## config.mk

```make
export PLATFORM = sky130hd
export DESIGN_NAME = line_buffer_ctrl
export DESIGN_NICKNAME = d
export VERILOG_FILES = /design/src/rtl/line_buffer_ctrl.sv
export SDC_FILE = /design/constraint.sdc
export NUM_CORES = 1
export LEC_CHECK = 0
export ABC_AREA = 0
export ABC_CLOCK_PERIOD_IN_PS = 9050
export CORE_ASPECT_RATIO = 0.9
export CORE_MARGIN = 8
export CORE_UTILIZATION = 40
export DETAILED_ROUTE_END_ITERATION = 8
export PLACE_DENSITY_LB_ADDON = 0.2
export SLEW_MARGIN = 25
export SYNTH_ARGS = -nofsm -noshare
export SYNTH_HDL_FRONTEND = slang
export SYNTH_SLANG_ARGS = --single-unit
```

## constraint.sdc

```tcl
create_clock -name clk -period 9.05 [get_ports clk]
set_clock_uncertainty 0.1 [all_clocks]
set_input_delay 2.2625 -clock clk [delete_from_list [all_inputs] [get_ports clk]]
set_output_delay 2.2625 -clock clk [all_outputs]
set_load 0.02 [all_outputs]
```

## src/rtl/line_buffer_ctrl.sv

```systemverilog
// line_buffer_ctrl: sequences the WIN-1 line-buffer shift chain feeding the ORB patch window.
// Optional feature macro LBC_SYNC_ERR_EN adds a sticky sync_err_o flag for frame-sync faults.
module line_buffer_ctrl #(
  parameter int IMG_W = 640,
  parameter int IMG_H = 480,
  parameter int WIN   = 31,
  parameter int CW    = 10,
  parameter int RW    = 9
) (
  input  logic          clk,
  input  logic          rst,
  input  logic          in_valid_i,
  input  logic          in_sof_i,
  output logic          in_ready_o,
  input  logic          out_ready_i,
  output logic          sr_ena_o,
  output logic          sr_rst_o,
  output logic          win_valid_o,
  output logic [CW-1:0] col_o,
  output logic [RW-1:0] row_o,
  output logic          frame_done_o,
`ifdef LBC_SYNC_ERR_EN
  output logic          busy_o,
  output logic          sync_err_o
`else
  output logic          busy_o
`endif
);

  typedef enum logic [1:0] {IDLE, FILL, RUN, FLUSH} state_t;

  localparam logic [CW-1:0] COL_LAST = CW'(IMG_W - 1);
  localparam logic [RW-1:0] ROW_LAST = RW'(IMG_H - 1);
  localparam logic [CW-1:0] COL_WIN  = CW'(WIN - 1);
  localparam logic [RW-1:0] ROW_WIN  = RW'(WIN - 1);

  state_t        state_q;
  logic [CW-1:0] col_q, ncol_q, ncol_d, cur_col;
  logic [RW-1:0] row_q, nrow_q, nrow_d, cur_row;
  logic          win_valid_q, frame_done_q, sr_rst_q;
`ifdef LBC_SYNC_ERR_EN
  logic          sync_err_q;
`endif

  logic in_ready, sync_ok, in_frame;
  logic accept, shift, abort, drop;
  logic col_wrap, last_px, win_hit, fill_done;

  // Handshake: a pixel is accepted on valid&ready, but only shifted when it
  // is consistent with frame sync (sof opens a frame, sof inside a frame aborts).
  always_comb begin
    in_ready = 1'b0;
    sync_ok  = 1'b0;
    in_frame = 1'b0;
    case (state_q)
      IDLE: begin
        in_ready = 1'b1;
        sync_ok  = in_sof_i;
      end
      FILL: begin
        in_ready = 1'b1;
        sync_ok  = ~in_sof_i;
        in_frame = 1'b1;
      end
      RUN: begin
        in_ready = out_ready_i;
        sync_ok  = ~in_sof_i;
        in_frame = 1'b1;
      end
      default: ;
    endcase
  end

  assign accept = in_valid_i & in_ready;
  assign shift  = accept & sync_ok;
  assign abort  = accept & in_sof_i & in_frame;
  assign drop   = accept & ~in_sof_i & (state_q == IDLE);

  // The sof pixel is always (0,0); inside a frame the next-position counters apply.
  assign cur_col   = in_frame ? ncol_q : '0;
  assign cur_row   = in_frame ? nrow_q : '0;
  assign col_wrap  = (cur_col == COL_LAST);
  assign last_px   = col_wrap && (cur_row == ROW_LAST);
  assign win_hit   = in_frame && (cur_col >= COL_WIN) && (cur_row >= ROW_WIN);
  assign fill_done = (cur_col == COL_WIN) && (cur_row == ROW_WIN);

  always_comb begin
    ncol_d = col_wrap ? '0 : cur_col + CW'(1);
    nrow_d = cur_row;
    if (col_wrap) begin
      nrow_d = (cur_row == ROW_LAST) ? '0 : cur_row + RW'(1);
    end
  end

  // Registered state, position and pulse outputs
  always_ff @(posedge clk) begin
    if (rst) begin
      state_q      <= IDLE;
      col_q        <= '0;
      row_q        <= '0;
      ncol_q       <= '0;
      nrow_q       <= '0;
      win_valid_q  <= 1'b0;
      frame_done_q <= 1'b0;
      sr_rst_q     <= 1'b1;
`ifdef LBC_SYNC_ERR_EN
      sync_err_q   <= 1'b0;
`endif
    end else begin
      win_valid_q  <= shift & win_hit;
      frame_done_q <= 1'b0;
      sr_rst_q     <= 1'b0;
`ifdef LBC_SYNC_ERR_EN
      if (abort || drop) begin
        sync_err_q <= 1'b1;
      end
`endif
      if (shift) begin
        col_q  <= cur_col;
        row_q  <= cur_row;
        ncol_q <= ncol_d;
        nrow_q <= nrow_d;
      end
      case (state_q)
        IDLE: begin
          if (shift) begin
            state_q <= FILL;
          end
        end
        FILL, RUN: begin
          if (abort || (shift && last_px)) begin
            state_q      <= FLUSH;
            sr_rst_q     <= 1'b1;
            frame_done_q <= 1'b1;
          end else if (shift && fill_done && (state_q == FILL)) begin
            state_q <= RUN;
          end
        end
        FLUSH: state_q <= IDLE;
        default: state_q <= IDLE;
      endcase
    end
  end

  assign in_ready_o   = in_ready;
  assign sr_ena_o     = shift;
  assign sr_rst_o     = sr_rst_q;
  assign win_valid_o  = win_valid_q;
  assign col_o        = col_q;
  assign row_o        = row_q;
  assign frame_done_o = frame_done_q;
  assign busy_o       = (state_q != IDLE);
`ifdef LBC_SYNC_ERR_EN
  assign sync_err_o   = sync_err_q;
`endif

endmodule

```

==> results.ini, run 1 <==
[drt]
ant_nets = 0
wl_per_cell_um = 14.41
drc = 0
drt_iter0_markers = 180
first_pass_iters = 4
vias = 2061
viasPerCell = 5.631
routed_wl_mm = 5.275

[floorplanning]
die_w_um = 93.83
ios = 30
die_h_um = 86.05
core_area_sq_mm = 0.005255
die_area_sq_mm = 0.008074
rows = 25
initial_core_util_pct = 41.50

[yosys]
yosysWarnings = 0
async_reset_ff_share_pct = 0
ys_seq_elements = 43
ys.flop_type = dfxtp_1
synth_nets = 292
synth_area_leaders = dfxtp_1 39%, a21oi_1 7.8%, nand2_1 6.9%
synth_seq_area_share_pct = 39.47
syn_area_sq_mm = 0.002181
synth_edf_count = 0
synth_top_area_share_pct = 39.47
avgSynthCellArea_sq_um = 7.817
synth_top_area_cell = dfxtp_1
synth_cell_type_count = 50
synth_cells = 279

[cts]
cts_sinks = 43
clockRootBuffer = clkbuf_8
cts_resized = 0
clock_path_buffers = 2
clk_pin_slew_ps = 80
htreeDepth = 2
postCtsSetupRepairBufs = 0
insertion_delay_ps = 290
cts_hold_buf = 0
cts-buffers-inserted = 5
cts_tree = yes

[critical_path]
crit_type = in2out
r2r-start = state_q[0]
worstPathMaxFanout = 40
end_kind = output port
r2r_slack_ps = 5290
reg2regPathDepth = 11
critPathLaunch = in_sof_i
startpoint_type = input pin
worstReg2RegEnd = nrow_q[5]
worst-endpoint-required_ps = 6690
crit_arrival_ps = 4830

[sta]
tns_ps = 0
period_share_pct = 79.49
maxSlewViolCount = 0
maxSlewHeadroom_pct = 38.17
rsz0062_at_grt = false
max_slew.worst_pin.slew_ps = 926.5
finalSetupViolations = 0
max_freq_ghz = 0.1390
hold_viol = 0
period_minus_slack_ps = 7194

[final_layout]
post-route-util_pct = 50.19
mostFrequentLayoutCell = dfxtp_1
fin_cells = 366
area_growth_pct = 20.94
final_cell_mix = 43 x dfxtp_1, 40 x nand2_1, 34 x a21oi_1
drive_gt1_share_pct = 6.020
nets = 311
fillers = 500
antennaDiodeCount = 0
fin_area_sq_mm = 0.002638

[grt]
grt-ovfl-total = 0
grt_usage_pct = 13.46
grt_pass1_wl_mm = 9.025
grt_max_degree = 45
antenna_found_initial = 0
grt_pass1_vias = 1894
grt_use_met2_pct = 22.12
gr-usage-met3_pct = 3.403
grt-busiest-layer = met2
met1_usage_pct = 16.94

[placed_design]
place_hpwl_mm = 3.524
place_inst = 358
post_dp_cell_area_sq_mm = 0.002497
port_buffers = 29
gp_congestion = 0.8092

[power_and_ir_drop]
switchingPower_w = 0.0002248
p_leak_nw = 0.8714
pwr-share-seq_pct = 33.6
combPwrFrac_pct = 37.3
irDropWorstVdd_v = 0.0001128
p_total_w = 0.0005995
switching_share_pct = 37.50
powerDensity_mw_per_mm2 = 227.3
internal-power_w = 0.0003747
clockPowerShare_pct = 29.1

[job]
cap_violations = 0

[run_status]
outcome = complete, no violations

[min_path]
hold_path_depth = 2
hold_class = reg2reg
hold-path-endpoint = col_o[6]
holdCritStartpoint = col_o[6]

==> logic make-up after synthesis <==
| logic type | Yosys count | synth area share (%) |
|---|---|---|
| AND/OR/NAND/NOR | 125 | 29.15 |
| AO/OA/AOI/OAI | 74 | 20.94 |
| flip-flops | 43 | 39.47 |
| buffers and inverters | 27 | 4.877 |
| adder cells (fa/ha/maj) | 8 | 4.590 |
| multiplexers | 2 | 0.9753 |
==> worst max-delay path, cell delays in order <==
cell and delay, ps:
clkdlybuf4s50_1 560, mux2_2 350, nand3_1 80, buf_4 350, inv_1 520, clkdlybuf4s50_1 690
==> how the worst max path moves through the flow <==
stage / end / slack [ps] / depth (start not counted)
after CTS: sr_ena_o / 1830 / 6
after global placement: sr_ena_o / 1870 / 6
final: sr_ena_o / 1860 / 6
after floorplan: sr_ena_o / 3440 / 5
after global routing: sr_ena_o / 1700 / 6
after detailed placement: sr_ena_o / 1830 / 6
==> synth_stat cells (2+ instances only) <==
| master | instances |
|---|---|
| a311oi_1 | 2 |
| inv_1 | 7 |
| nand3b_1 | 2 |
| ha_1 | 8 |
| dfxtp_1 | 43 |
| a22oi_1 | 2 |
| a21o_1 | 2 |
| a21oi_1 | 34 |
| nor3_1 | 7 |
| clkbuf_1 | 10 |
| o211ai_1 | 2 |
| a31oi_1 | 7 |
| buf_1 | 6 |
| buf_2 | 3 |
| nand2b_1 | 2 |
| nand4_1 | 5 |
| and2_1 | 2 |
| nand3_1 | 22 |
| or4_1 | 5 |
| nor2_1 | 23 |
| o21bai_1 | 2 |
| nand2_1 | 40 |
| o21ai_0 | 11 |
| nor2b_1 | 3 |
| nor4_1 | 4 |
==> power by group through the flow <==
stage               registers (W)  clock network [W]  logic, W
finish                   0.000201           0.000174  0.000224
global route             0.000202           0.000185  0.000252
CTS                      0.000201           0.000180  0.000223
detailed placement       0.000206                  0  0.000222
global placement         0.000205                  0  0.000222
floorplan                0.000206                  0  0.000164
==> cell type report <==
cell class                      instances  area [sq um]  area share [%]
Clock inverter                          2         60.06           2.277
Clock buffer                            6         72.57           2.751
Timing Repair Buffer                   32         312.8           11.86
Sequential cell                        43         860.8           32.64
Multi-Input combinational cell        209          1221           46.30
Inverter                                7         26.28          0.9962
Tap cell                               67         83.83           3.178
==> metal layers <==
layer | vias up | routed length, um
met4 | 0 | 42
li1 | 1044 | -
met3 | 7 | 272
met5 | - | 0
met2 | 37 | 2516
met1 | 973 | 2445
==> registers in the layout, indices dropped and copies added (netlist names) <==
name          cells
col_o            10
ncol_q           10
nrow_q            9
row_o             9
state_q           2
frame_done_o      1
sr_rst_o          1
win_valid_o       1
==> stage by stage <==
stage / worst slack (ps) / hold slack, ps
floorplan: 3437 / 383.1
global route: 1700 / 379.7
CTS: 1834 / 357.6
global placement: 1867 / 340.8
finish: 1856 / 355.4
detailed placement: 1829 / 345.8
No activity file was read; power rests on OpenSTA's default activity.
==> inputs of run 2 (changes only) <==
- ABC_CLOCK_PERIOD_IN_PS: 9050 -> 6900
- clock period: 9.05 -> 6.9 ns (I/O delays scaled with it)
==> run 2 against run 1 <==
Combinational power grew 33%. Global-route usage grew 0.081 points. Die area is the same. Count of clock-buffer cells in the layout is the same. Sequential share of layout area grew 0.093 points. Sequential cell count is the same. Register-to-register slack lost 2100 ps. Wire length grew 0.49%.
==> results.ini, run 2 (synthesis gave the netlist of run 1 again) <==
[cts]
cts_tree = yes
cts_hold_buf = 0  ; unchanged
cts-buffers-inserted = 5  ; unchanged
cts_resized = 0  ; unchanged
htreeDepth = 2  ; unchanged
cts_sinks = 43  ; unchanged
clk_pin_slew_ps = 80  ; about the same
clockRootBuffer = clkbuf_8
postCtsSetupRepairBufs = 0  ; unchanged
insertion_delay_ps = 300  ; about the same
clock_path_buffers = 2  ; unchanged

[final_layout]
antennaDiodeCount = 0  ; unchanged
area_growth_pct = 20.60
fin_area_sq_mm = 0.002630  ; -0.28%
drive_gt1_share_pct = 6.667  ; +0.65 points
fin_cells = 367  ; +0.27%
fillers = 511  ; +2.2%
final_cell_mix = 43 x dfxtp_1, 40 x nand2_1, 34 x a21oi_1
regArea_sq_um = 860.8  ; unchanged
multi_input_area_sq_mm = 0.001221  ; unchanged
mostFrequentLayoutCell = dfxtp_1
nets = 312  ; +0.32%

[critical_path]
reg2regPathDepth = 11  ; unchanged
end_kind = output port
worst-endpoint-required_ps = 5080  ; -1610 ps
worstPathMaxFanout = 33  ; -18%
worstReg2RegEnd = nrow_q[5]
startpoint_type = input pin
crit_type = in2out
r2r-start = state_q[0]
r2r_slack_ps = 3220  ; -2070 ps
crit_arrival_ps = 3610  ; -1220 ps

[sta]
tns_ps = 0  ; unchanged
maxSlewHeadroom_pct = 48.72  ; +11 points
period_share_pct = 78.73
finalSetupViolations = 0  ; unchanged
period_minus_slack_ps = 5433
max_freq_ghz = 0.1841
hold_viol = 0  ; unchanged
max_slew.worst_pin.slew_ps = 763.5  ; -163.0 ps
rsz0062_at_grt = false
maxSlewViolCount = 0  ; unchanged

[drt]
drt_iter0_markers = 184  ; +2.2%
vias = 2043  ; -0.87%
first_pass_iters = 4  ; unchanged
ant_nets = 0  ; unchanged
wl_per_cell_um = 14.44  ; +0.22%
viasPerCell = 5.567  ; -1.1%
routed_wl_mm = 5.301  ; +0.49%
drc = 0  ; unchanged

[floorplanning]
initial_core_util_pct = 41.50  ; unchanged
die_h_um = 86.05  ; unchanged
rows = 25  ; unchanged
die_w_um = 93.83  ; unchanged
die_area_sq_mm = 0.008074  ; unchanged
core_area_sq_mm = 0.005255  ; unchanged
ios = 30  ; unchanged

[min_path]
hold_class = reg2reg
hold-path-endpoint = row_o[2]
holdCritStartpoint = row_o[2]
hold_path_depth = 2  ; unchanged

[power_and_ir_drop]
combPwrFrac_pct = 38.9  ; +1.6 points
switchingPower_w = 0.0002984  ; +33%
pwr-share-seq_pct = 34.5  ; +0.9 points
powerDensity_mw_per_mm2 = 290.8  ; +28%
irDropWorstVdd_v = 0.0001567  ; +39%
clockPowerShare_pct = 26.6  ; -2.5 points
switching_share_pct = 39.02  ; +1.5 points
p_leak_nw = 0.8724  ; +0.11%
internal-power_w = 0.0004664  ; +24%

[grt]
grt_pass1_wl_mm = 8.949  ; -0.84%
grt_usage_pct = 13.54  ; +0.081 points
antenna_found_initial = 0  ; unchanged
grt-ovfl-total = 0  ; unchanged
grt_pass1_vias = 1843  ; -2.7%
grt_max_degree = 45  ; unchanged

[job]
cap_violations = 0  ; unchanged

[placed_design]
place_inst = 359  ; +0.28%
gp_congestion = 0.8025  ; -0.83%
port_buffers = 29  ; unchanged
post_dp_cell_area_sq_mm = 0.002505  ; +0.30%
place_hpwl_mm = 3.530  ; +0.17%

[run_status]
outcome = complete, no violations

run 2: cell types whose count changed in the layout (fill, tap and decap cells not counted):
cell / delta
clkinv_2: +1
buf_4: +1
clkbuf_8: +1
bufinv_16: -1
clkbuf_1: -1
run 2: power by group through the flow:
stage / Combinational [W] / Clock (W) / Sequential (W)
after floorplan: 0.000215 / 0 / 0.000270
after global placement: 0.000294 / 0 / 0.000269
after detailed placement: 0.000295 / 0 / 0.000270
after CTS: 0.000296 / 0.000209 / 0.000264
after global routing: 0.000331 / 0.000219 / 0.000266
final: 0.000298 / 0.000203 / 0.000264
run 2: final cells by class:
| type | count | share of cell area [%] |
|---|---|---|
| Tap cell | 67 | 3.187 |
| Timing Repair Buffer | 33 | 12.18 |
| Sequential cell | 43 | 32.73 |
| Clock inverter | 2 | 1.332 |
| Multi-Input combinational cell | 209 | 46.43 |
| Clock buffer | 6 | 3.140 |
| Inverter | 7 | 0.9990 |
run 2: worst max path at each step:
| stage | start | to | depth (start not counted) | slack, ps |
|---|---|---|---|---|
| 6_report | in_sof_i | sr_ena_o | 6 | 1470 |
| 5_1_grt | in_sof_i | sr_ena_o | 6 | 1400 |
| 4_1_cts | in_sof_i | sr_ena_o | 6 | 1470 |
| 3_5_place_dp | in_sof_i | sr_ena_o | 6 | 1470 |
| 3_3_place_gp | in_sof_i | sr_ena_o | 6 | 1490 |
| 2_1_floorplan | in_sof_i | sr_ena_o | 5 | 2360 |
run 2: worst max-delay path: stages:
cell and delay [ps]:
clkdlybuf4s50_1 480, mux2_2 250, nand3_1 90, inv_1 60, buf_4 310, clkdlybuf4s50_1 670
run 2: per-layer routing:
metal  vias to the layer above  global-route usage [%]  wire, um
met4                         0                   5.612        72
li1                       1046                       -         -
met1                       953                   16.96      2525
met2                        38                   21.87      2474
met5                         -                       0         0
met3                         6                   2.792       229
run 2: per-stage QoR:
step / utilization [%] / power (W) / hold WS (ps) / setup slack, ps
4_1_cts: 49.90 / 0.0007684 / 358.4 / 1471
3_3_place_gp: 47.67 / 0.0005629 / 341.3 / 1485
5_1_grt: 50.05 / 0.0008147 / 375.8 / 1404
2_1_floorplan: - / 0.0004848 / 383.1 / 2362
3_5_place_dp: 47.67 / 0.0005648 / 345.2 / 1469
6_report: 50.05 / 0.0007648 / 351.9 / 1467
==> inputs of run 3 (changes only) <==
- ABC_CLOCK_PERIOD_IN_PS: 6900 -> 5100
- clock period: 6.9 -> 5.1 ns (I/O delays scaled with it)
==> run 3 against run 2 <==
Register-to-register slack got worse by 1200 ps. Critical path depth decreased by 1. Wire length increased by 0.79%. First-iteration DRC count decreased by 41%. Utilization about the same. Global-route usage increased by 0.44 points. Non-clock buffer count increased by 2. Die area unchanged. Via count increased by 0.44%. Final area about the same. Final cell count increased by 0.54%.
==> results.ini, run 3 (synthesis gave the netlist of run 1 again) <==
[cts]
clockRootBuffer = clkbuf_8
htreeDepth = 2  ; unchanged
cts-buffers-inserted = 5  ; unchanged
cts_tree = yes
clk_pin_slew_ps = 80  ; about the same
cts_hold_buf = 0  ; unchanged
insertion_delay_ps = 290  ; about the same
postCtsSetupRepairBufs = 0  ; unchanged
clock_path_buffers = 2  ; unchanged
cts_resized = 0  ; unchanged
cts_sinks = 43  ; unchanged

[drt]
highest_layer = met4
wl_met3_um = 242  ; +5.7%
met1Wirelength_mm = 2.574  ; +1.9%
ant_nets = 0  ; unchanged
routed_wl_mm = 5.343  ; +0.79%
drc = 0  ; unchanged
first_pass_iters = 4  ; unchanged
wl_per_cell_um = 14.48  ; +0.25%
vias = 2052  ; +0.44%
drt_iter0_markers = 108  ; -41%
wl_met2_mm = 2.464  ; -0.40%
viasPerCell = 5.561  ; -0.10%

[final_layout]
area_growth_pct = 20.48  ; about the same
final_cell_mix = 43 x dfxtp_1, 40 x nand2_1, 34 x a21oi_1
nets = 314  ; +0.64%
drive_gt1_share_pct = 6.954  ; +0.29 points
fin_area_sq_mm = 0.002628  ; about the same
mostFrequentLayoutCell = dfxtp_1
antennaDiodeCount = 0  ; unchanged

[power_and_ir_drop]
irDropWorstVdd_v = 0.0002161  ; +38%
internal-power_w = 0.0006037  ; +29%
switchingPower_w = 0.0004096  ; +37%
switching_share_pct = 40.42  ; +1.4 points
combPwrFrac_pct = 41.1  ; +2.2 points
clockPowerShare_pct = 23.6  ; -3.0 points
p_leak_nw = 0.8733  ; +0.10%
pwr-share-seq_pct = 35.3  ; +0.8 points
powerDensity_mw_per_mm2 = 385.7  ; +33%

[critical_path]
path_cells = clkdlybuf4s50_1 -> mux2_2 -> nand3_1 -> inv_1 -> clkdlybuf4s50_1
worst-endpoint-required_ps = 3720  ; -1360 ps
crit_arrival_ps = 2930  ; -680 ps
r2r-start = state_q[0]
crit_path_max_incr_delay_ps = 550  ; -120 ps
worstReg2RegEnd = nrow_q[5]
cp.buffers_inverters = 3  ; -1
startpoint_type = input pin
critPathLaunch = in_sof_i
crit_type = in2out
reg2regPathDepth = 10  ; -1
r2r_slack_ps = 2060  ; -1160 ps
path_delay_family = buffers and inverters
end_kind = output port
slowest_stage = clkdlybuf4s50_1
worst_path_most_repeated_cell = clkdlybuf4s50_1
worstPathMaxFanout = 5  ; -85%

[placed_design]
post_dp_cell_area_sq_mm = 0.002520  ; +0.60%
port_buffers = 29  ; unchanged
place_hpwl_mm = 3.682  ; +4.3%
gp_congestion = 0.8424  ; +5.0%

[min_path]
hold_path_depth = 2  ; unchanged
hold_class = reg2reg
hold-path-endpoint = row_o[2]
holdCritStartpoint = row_o[2]

[grt]
grt_usage_pct = 13.98  ; +0.44 points
grt_pass1_wl_mm = 9.418  ; +5.2%
antenna_found_initial = 0  ; unchanged
grt_max_degree = 40  ; -11%
grt_pass1_vias = 1955  ; +6.1%
grt-ovfl-total = 0  ; unchanged

[sta]
period_minus_slack_ps = 4302
rsz0062_at_grt = false
max_freq_ghz = 0.2325
finalSetupViolations = 0  ; unchanged
period_share_pct = 84.35
max_slew.worst_pin.slew_ps = 752.0  ; -11.53 ps
maxSlewViolCount = 0  ; unchanged
tns_ps = 0  ; unchanged
hold_viol = 0  ; unchanged
maxSlewHeadroom_pct = 49.41  ; +0.69 points

[floorplanning]
core_area_sq_mm = 0.005255  ; unchanged
ios = 30  ; unchanged
die_h_um = 86.05  ; unchanged
initial_core_util_pct = 41.50  ; unchanged
die_w_um = 93.83  ; unchanged
die_area_sq_mm = 0.008074  ; unchanged
rows = 25  ; unchanged

[job]
cap_violations = 0  ; unchanged

[run_status]
outcome = complete, no violations

-- run 3: worst register-to-register path: cells and delay by family, from the launching register on --
family / cells / cell delay, ps
AND/OR/NAND/NOR: 5 / 1440
adder cells (fa/ha/maj): 2 / 530
flip-flops: 1 / 420
buffers and inverters: 2 / 350
AO/OA/AOI/OAI: 1 / 130
-- run 3: routing by layer --
layer	track usage, %	vias to the layer above
met5	0	-
met3	3.229	5
met1	17.64	966
met4	4.892	0
li1	-	1050
met2	22.57	31
-- run 3: worst max path at each step --
stage	to	slack (ps)	cells after the start
floorplan	sr_ena_o	1460	5
global placement	sr_ena_o	790	5
detailed placement	sr_ena_o	780	5
CTS	sr_ena_o	790	5
global route	sr_ena_o	710	5
finish	sr_ena_o	800	5
-- run 3: area by class of cell --
type	instances	area, sq um
Tap cell	67	83.83
Timing Repair Buffer	35	335.3
Multi-Input combinational cell	209	1221
Fill cell	509	2628
Sequential cell	43	860.8
Inverter	7	26.28
Clock buffer	8	100.1
-- run 3: through the flow --
stage	hold slack (ps)	util, %	total power, W	std cells	setup WS, ps
after global routing	372.3	50.00	0.001089	369	712.4
final	352.7	50.00	0.001013	369	798.4
after detailed placement	345.2	47.95	0.0007789	361	780.2
after floorplan	383.1	-	0.0006559	279	1462
after CTS	356.6	49.86	0.001018	369	785.4
after global placement	342.4	47.95	0.0007768	361	791.3
-- run 3: power groups by stage --
stage | sequential, W | combinational [W] | clock, W
CTS | 0.000358 | 0.000414 | 0.000247
floorplan | 0.000366 | 0.000290 | 0
detailed placement | 0.000366 | 0.000413 | 0
finish | 0.000358 | 0.000417 | 0.000239
global route | 0.000360 | 0.000464 | 0.000265
global placement | 0.000365 | 0.000412 | 0
